### config.mk
export PLATFORM = sky130hd
export DESIGN_NAME = datapath_unit
export DESIGN_NICKNAME = d
export VERILOG_FILES = /design/src/rtl/datapath_unit.sv
export SDC_FILE = /design/constraint.sdc
export NUM_CORES = 1
export LEC_CHECK = 0
export CORE_ASPECT_RATIO = 0.5
export CORE_UTILIZATION = 51
export DETAILED_ROUTE_END_ITERATION = 8
export PLACE_DENSITY = 0.95
export SETUP_SLACK_MARGIN = 0.02
export SLEW_MARGIN = 20
export SYNTH_ARGS = -nofsm -noshare
export SYNTH_HDL_FRONTEND = slang
export SYNTH_SLANG_ARGS = --single-unit
### constraint.sdc
create_clock -name Clock -period 7.62 [get_ports Clock]
set_input_delay 2.286 -clock Clock [delete_from_list [all_inputs] [get_ports Clock]]
set_output_delay 2.286 -clock Clock [all_outputs]
set_load 0.03 [all_outputs]
### src/rtl/datapath_unit.sv
// Single-bus 32-bit CPU datapath slice driven by one-hot control strobes.
// Optional BusConflict output is enabled by defining BUS_CONFLICT_DETECT_EN.
module datapath_unit #(
  parameter int WIDTH = 32
) (
  input  logic               Clock,
  input  logic               Resetn,
  input  logic               PCout,
  input  logic               Zlowout,
  input  logic               MDRout,
  input  logic               R2out,
  input  logic               R4out,
  input  logic               MARin,
  input  logic               Zin,
  input  logic               PCin,
  input  logic               MDRin,
  input  logic               IRin,
  input  logic               Yin,
  input  logic               IncPC,
  input  logic               Read,
  input  logic               AND,
  input  logic               R5in,
  input  logic               R2in,
  input  logic               R4in,
  input  logic [WIDTH-1:0]   Mdatain,
  output logic [WIDTH-1:0]   BusMuxOut,
  output logic [WIDTH-1:0]   PC_q,
  output logic [WIDTH-1:0]   IR_q,
  output logic [WIDTH-1:0]   MAR_q,
  output logic [WIDTH-1:0]   MDR_q,
  output logic [WIDTH-1:0]   Y_q,
  output logic [WIDTH-1:0]   R2_q,
  output logic [WIDTH-1:0]   R4_q,
  output logic [WIDTH-1:0]   R5_q,
  output logic [2*WIDTH-1:0] Z_q
`ifdef BUS_CONFLICT_DETECT_EN
  ,
  output logic               BusConflict
`endif
);

  logic [WIDTH-1:0]   pc_reg, ir_reg, mar_reg, mdr_reg, y_reg;
  logic [2*WIDTH-1:0] z_reg, z_next;
  logic [WIDTH-1:0]   mdr_next;
  logic [2:0]         gp_load;
  logic [2:0][WIDTH-1:0] gp_q;

  always_comb begin
    if (MDRout)       BusMuxOut = mdr_reg;
    else if (Zlowout) BusMuxOut = z_reg[WIDTH-1:0];
    else if (PCout)   BusMuxOut = pc_reg;
    else if (R2out)   BusMuxOut = gp_q[0];
    else if (R4out)   BusMuxOut = gp_q[1];
    else              BusMuxOut = '0;
  end

  // The increment is WIDTH bits wide so it wraps without carrying into Zhigh.
  always_comb begin
    if (AND)        z_next = {{WIDTH{1'b0}}, y_reg & BusMuxOut};
    else if (IncPC) z_next = {{WIDTH{1'b0}}, BusMuxOut + {{(WIDTH-1){1'b0}}, 1'b1}};
    else            z_next = '0;
  end

  assign mdr_next = Read ? Mdatain : BusMuxOut;

  always_ff @(posedge Clock or negedge Resetn) begin
    if (!Resetn) begin
      pc_reg  <= '0;
      ir_reg  <= '0;
      mar_reg <= '0;
      mdr_reg <= '0;
      y_reg   <= '0;
      z_reg   <= '0;
    end else begin
      if (PCin)  pc_reg  <= BusMuxOut;
      if (IRin)  ir_reg  <= BusMuxOut;
      if (MARin) mar_reg <= BusMuxOut;
      if (MDRin) mdr_reg <= mdr_next;
      if (Yin)   y_reg   <= BusMuxOut;
      if (Zin)   z_reg   <= z_next;
    end
  end

  // General registers: index 0 = R2, 1 = R4, 2 = R5.
  assign gp_load = {R5in, R4in, R2in};

  genvar gi;
  generate
    for (gi = 0; gi < 3; gi++) begin : g_gp
      logic [WIDTH-1:0] q_reg;
      always_ff @(posedge Clock or negedge Resetn) begin
        if (!Resetn)          q_reg <= '0;
        else if (gp_load[gi]) q_reg <= BusMuxOut;
      end
      assign gp_q[gi] = q_reg;
    end
  endgenerate

  assign PC_q  = pc_reg;
  assign IR_q  = ir_reg;
  assign MAR_q = mar_reg;
  assign MDR_q = mdr_reg;
  assign Y_q   = y_reg;
  assign Z_q   = z_reg;
  assign R2_q  = gp_q[0];
  assign R4_q  = gp_q[1];
  assign R5_q  = gp_q[2];

`ifdef BUS_CONFLICT_DETECT_EN
  logic [4:0] out_sel;
  assign out_sel     = {R4out, R2out, PCout, Zlowout, MDRout};
  // Clearing the lowest set bit leaves something only if two or more are set.
  assign BusConflict = |(out_sel & (out_sel - 5'd1));
`endif

endmodule

==> results of run 1 <==
==> cell usage after synthesis (3+ instances only) <==
master	count	area (um^2)
sky130_fd_sc_hd__a21oi_1	54	270
sky130_fd_sc_hd__a221o_1	3	30.0
sky130_fd_sc_hd__a221oi_1	26	228
sky130_fd_sc_hd__a221oi_2	4	60.1
sky130_fd_sc_hd__a22oi_1	27	203
sky130_fd_sc_hd__a31oi_1	7	43.8
sky130_fd_sc_hd__a32oi_1	7	61.3
sky130_fd_sc_hd__and2_1	7	43.8
sky130_fd_sc_hd__and3_1	6	37.5
sky130_fd_sc_hd__and4_1	3	26.3
sky130_fd_sc_hd__buf_1	12	45.0
sky130_fd_sc_hd__buf_2	9	45.0
sky130_fd_sc_hd__buf_4	41	308
sky130_fd_sc_hd__buf_6	9	101
sky130_fd_sc_hd__clkbuf_1	71	267
sky130_fd_sc_hd__dfrtp_1	288	7210
sky130_fd_sc_hd__inv_1	22	82.6
sky130_fd_sc_hd__inv_2	3	11.3
sky130_fd_sc_hd__mux2_2	222	2500
sky130_fd_sc_hd__mux2i_1	31	310
sky130_fd_sc_hd__nand2_1	19	71.3
sky130_fd_sc_hd__nand2b_1	4	25.0
sky130_fd_sc_hd__nand3_1	12	60.1
sky130_fd_sc_hd__nand3b_1	4	30.0
sky130_fd_sc_hd__nand4_1	19	119
sky130_fd_sc_hd__nor2_1	62	233
sky130_fd_sc_hd__nor2b_1	4	25.0
sky130_fd_sc_hd__nor3_1	8	40.0
sky130_fd_sc_hd__nor3b_1	3	22.5
sky130_fd_sc_hd__nor4_2	4	50.1
sky130_fd_sc_hd__o21ai_0	41	205
sky130_fd_sc_hd__o21ai_1	20	100
sky130_fd_sc_hd__o21ai_2	3	26.3
sky130_fd_sc_hd__o221ai_1	10	87.6
sky130_fd_sc_hd__xnor2_1	14	123
==> path summary, 6_finish.rpt <==
kind / start / to / slack (ns) / cells past startpoint
min in group asynchronous: Resetn / MDR_q[31]$_DFFE_PN0P_ / 1.67 / 1
max in group asynchronous: Resetn / PC_q[21]$_DFFE_PN0P_ / 4.50 / 2
worst min register to register: R5_q[8]$_DFFE_PN0P_ / R5_q[8]$_DFFE_PN0P_ / 0.51 / 1
worst min-delay path: R5_q[8]$_DFFE_PN0P_ / R5_q[8]$_DFFE_PN0P_ / 0.51 / 1
worst max register to register: R2_q[1]$_DFFE_PN0P_ / Z_q[26]$_DFFE_PN0P_ / 4.32 / 11
worst max-delay path: R4out / BusMuxOut[14] / 0.48 / 6
==> routing by layer <==
| layer | vias up | routed length (um) |
|---|---|---|
| li1 | 4640 | - |
| met1 | 5665 | 17700 |
| met2 | 730 | 22400 |
| met3 | 171 | 3980 |
| met4 | 0 | 2510 |
| met5 | - | 0 |
==> logic make-up (layout without fill, tap and decap cells) <==
group / count (synthesis) / after routing / synth area share
buffers and inverters: 168 / 490 / 0.0640
flip-flops: 288 / 288 / 0.534
XOR/XNOR: 16 / 16 / 0.0104
adder cells (fa/ha/maj): 1 / 1 / 0.000926
other: 1 / 33 / 0.000278
AND/OR/NAND/NOR: 171 / 171 / 0.0704
multiplexers: 253 / 253 / 0.208
AO/OA/AOI/OAI: 223 / 223 / 0.112
==> power groups by stage <==
stage	registers (mW)	clock network, mW	logic (mW)
floorplan	2.56	0	0.590
global placement	2.04	0	1.98
detailed placement	2.06	0	2.03
CTS	2.04	1.44	2.04
global route	2.07	1.51	2.12
finish	2.05	1.43	2.05
==> final cells by class <==
cell class	instances	area, um^2	share of cell area
flip-flops and latches	288	7210	0.396
multi-input cells	696	5550	0.305
repair buffers	417	3980	0.219
clock buffers	34	742	0.0408
well taps	344	430	0.0237
clock inverters	14	185	0.0102
inverters	25	93.8	0.00516
diodes	1	2.50	0.000138
==> state kept, by name (all words and copies together) (netlist names) <==
register and cells:
R5_q 32, Y_q 32, R2_q 32, IR_q 32, Z_q 32, R4_q 32
MDR_q 32, PC_q 32, MAR_q 32
==> through the flow <==
stage,setup slack (ns),total power [mW],instance area (um^2),instances
after floorplan,1.54,3.15,13600,1152
after global placement,0.653,4.03,17200,1769
after detailed placement,0.583,4.09,17200,1769
after CTS,0.565,5.53,18200,1817
after global routing,0.471,5.71,18200,1819
final,0.484,5.53,18200,1819
==> run summary, run 1 <==
The run finished with clean final reports. The power dissipated by switching net loads is 2.06 mW. The total of endpoints with negative setup slack in the final report came out at 0. The initial utilization of the core area, before any placement, comes to 0.527. The area of the mapped netlist came out at 0.0135 mm^2. For this run, global-route usage on met3 was measured as 0.0594. The total global-route track usage came out at 0.339. The library cell used most frequently in the layout, excluding fill and tap cells, is sky130_fd_sc_hd__clkdlybuf4s50_1.

The count of distinct cell types in the synthesized netlist is 67. The buffers inserted during post-CTS setup optimization came out at 0. The first global-routing pass estimated 70.0 mm of wire. The per-cell routed wire length came out at 25.6 um. The count of buffers inserted at the top-level ports came out at 370. The switching portion of total power came out at 0.373. In the global route stage, met2 resource usage came out at 0.570. STA classifies the critical path startpoint as a primary input.

The worst hold slack came out at 0.507 ns. The worst slew slack as a fraction of its limit is 0.273. The min-delay analysis places its worst path in the category reg -> reg. The worst IR drop on VDD is 208 uV. The net count reported at finish is 1506. The area of the core region is 0.0256 mm^2.

The sequential element share of the synthesized area came out at 0.534. TritonCTS built the clock tree. The max-slew violation count is 0. Among cell families on the critical path, the largest total delay comes from buffers and inverters. Of the total power, registers draw 0.370.

Setup repair after global routing left no endpoint under its margin. Power spread over the standard cell area amounts to 304 mW/mm^2. Relative to the synthesized area, the layout overhead comes to 34.8%. The worst setup path is of the in -> out kind. The total of fill cells in the finished design is 1705.

STA classifies the critical path endpoint as an output pin. After synthesis, the share of flip-flops with an asynchronous set or reset is 1.00. The overall die height came out at 117 um. The signal on the critical path passes through clkdlybuf4s50_1, nor2b_4, buf_4, a221oi_1, o21ai_1, clkdlybuf4s50_1.

The violation count after the first detailed-routing iteration came out at 1036. The detailed-placement wirelength estimate is 31.6 mm. The number of sinks handled by clock tree synthesis is 288. The relative contribution of combinational cells to total power is 0.371. met2 is the most crowded layer. The register bit total from synthesis came out at 288. The minimum clock period came out at 7.14 ns.

Data arrives at the worst endpoint at 4.85 ns. The die footprint is 0.0272 mm^2. Yosys mapped a number of flops with a built-in enable equal to 0.

The endpoint required time on the critical path is 5.33 ns. Clock-pin slew was measured on the worst setup and hold paths at 0.07 ns. The maximum frequency from static timing analysis came out at 140 MHz. Max-cap violations in this run came to 0. The initial antenna violation count is 1.

The maximum root-to-sink buffer count is 3. The remaining global-route overflow is 0. The number of global-route vias before repair came out at 11.6k. The number of warnings reported in the yosys synthesis log is 0. On the critical path, the stage with the largest delay is an instance of sky130_fd_sc_hd__clkdlybuf4s50_1. The post-synthesis area per instance came out at 12.0 um^2. The share of final-layout standard cells stronger than drive strength 1 came out at 0.252.

The count of buffer and inverter cells on the critical path came out at 3. The library cells used most frequently in the layout, excluding fill and tap cells, are sky130_fd_sc_hd__clkdlybuf4s50_1, sky130_fd_sc_hd__dfrtp_1, sky130_fd_sc_hd__mux2_2, sky130_fd_sc_hd__nor2_1, sky130_fd_sc_hd__buf_4. For met1 alone, demand over resource in global routing was 0.427. On the final layout, the worst clock skew is 0.0247 ns. In this run, CTS created clock tree buffers numbering 26. The share of total power dissipated in the clock network is 0.259. Entering global routing, the biggest net connects 150 pins. The final hold violation count is 0.

Counting every instance in the synthesized netlist gives 1121. The most common cell type on the critical path is sky130_fd_sc_hd__clkdlybuf4s50_1. Of the available clock period, the critical path in the final layout requires 0.937. The per-cell via count in the routed design is 6.16.

After detailed routing, the total wire length is 46.6 mm. Along the worst path, the maximum fanout reaches 14. The root cell of the clock tree is sky130_fd_sc_hd__clkbuf_16.

The internal power summed over all cells is 3.47 mW. The number of core rows is 41. The post-layout utilization of the core is 0.711. The reported leakage power is 7.63 nW. The weighted congestion reported at the end of routability-driven placement is 0.927. The die boundary width came out at 232 um. The level count of the clock H-tree is 1. The measured slew at the worst slew-check pin came out at 1.09 ns. The number of optimization iterations in the first detailed-route pass is 5. The insertion delay of the later-clocked pin in the worst-skew pair is 0.55 ns.

The number of top-level pins came out at 403. The remaining design rule violation count is 0. The final setup TNS is 0 ns.

In this run, post-CTS repair resized a total of 0 instances. The hold buffer count at cts came out at 0. In this design, the stage delay of the slowest critical-path cell is 0.72 ns.

The routed via count came out at 11.2k. For this run, the leading register cell type out of synthesis is sky130_fd_sc_hd__dfrtp_1. In this run the remaining antenna-violating nets after routing total 0.
Power figures use the tool's default switching activity.
==> inputs of run 2 (changes only) <==
--- a/config.mk
+++ b/config.mk
@@ -8,6 +8,7 @@
 export CORE_ASPECT_RATIO = 0.5
 export CORE_UTILIZATION = 51
 export DETAILED_ROUTE_END_ITERATION = 8
+export HOLD_SLACK_MARGIN = 0.02
 export PLACE_DENSITY = 0.95
 export SETUP_SLACK_MARGIN = 0.02
 export SLEW_MARGIN = 20
==> results of run 2 <==
The final DEF is identical to that of run 1; final timing and power are the same.
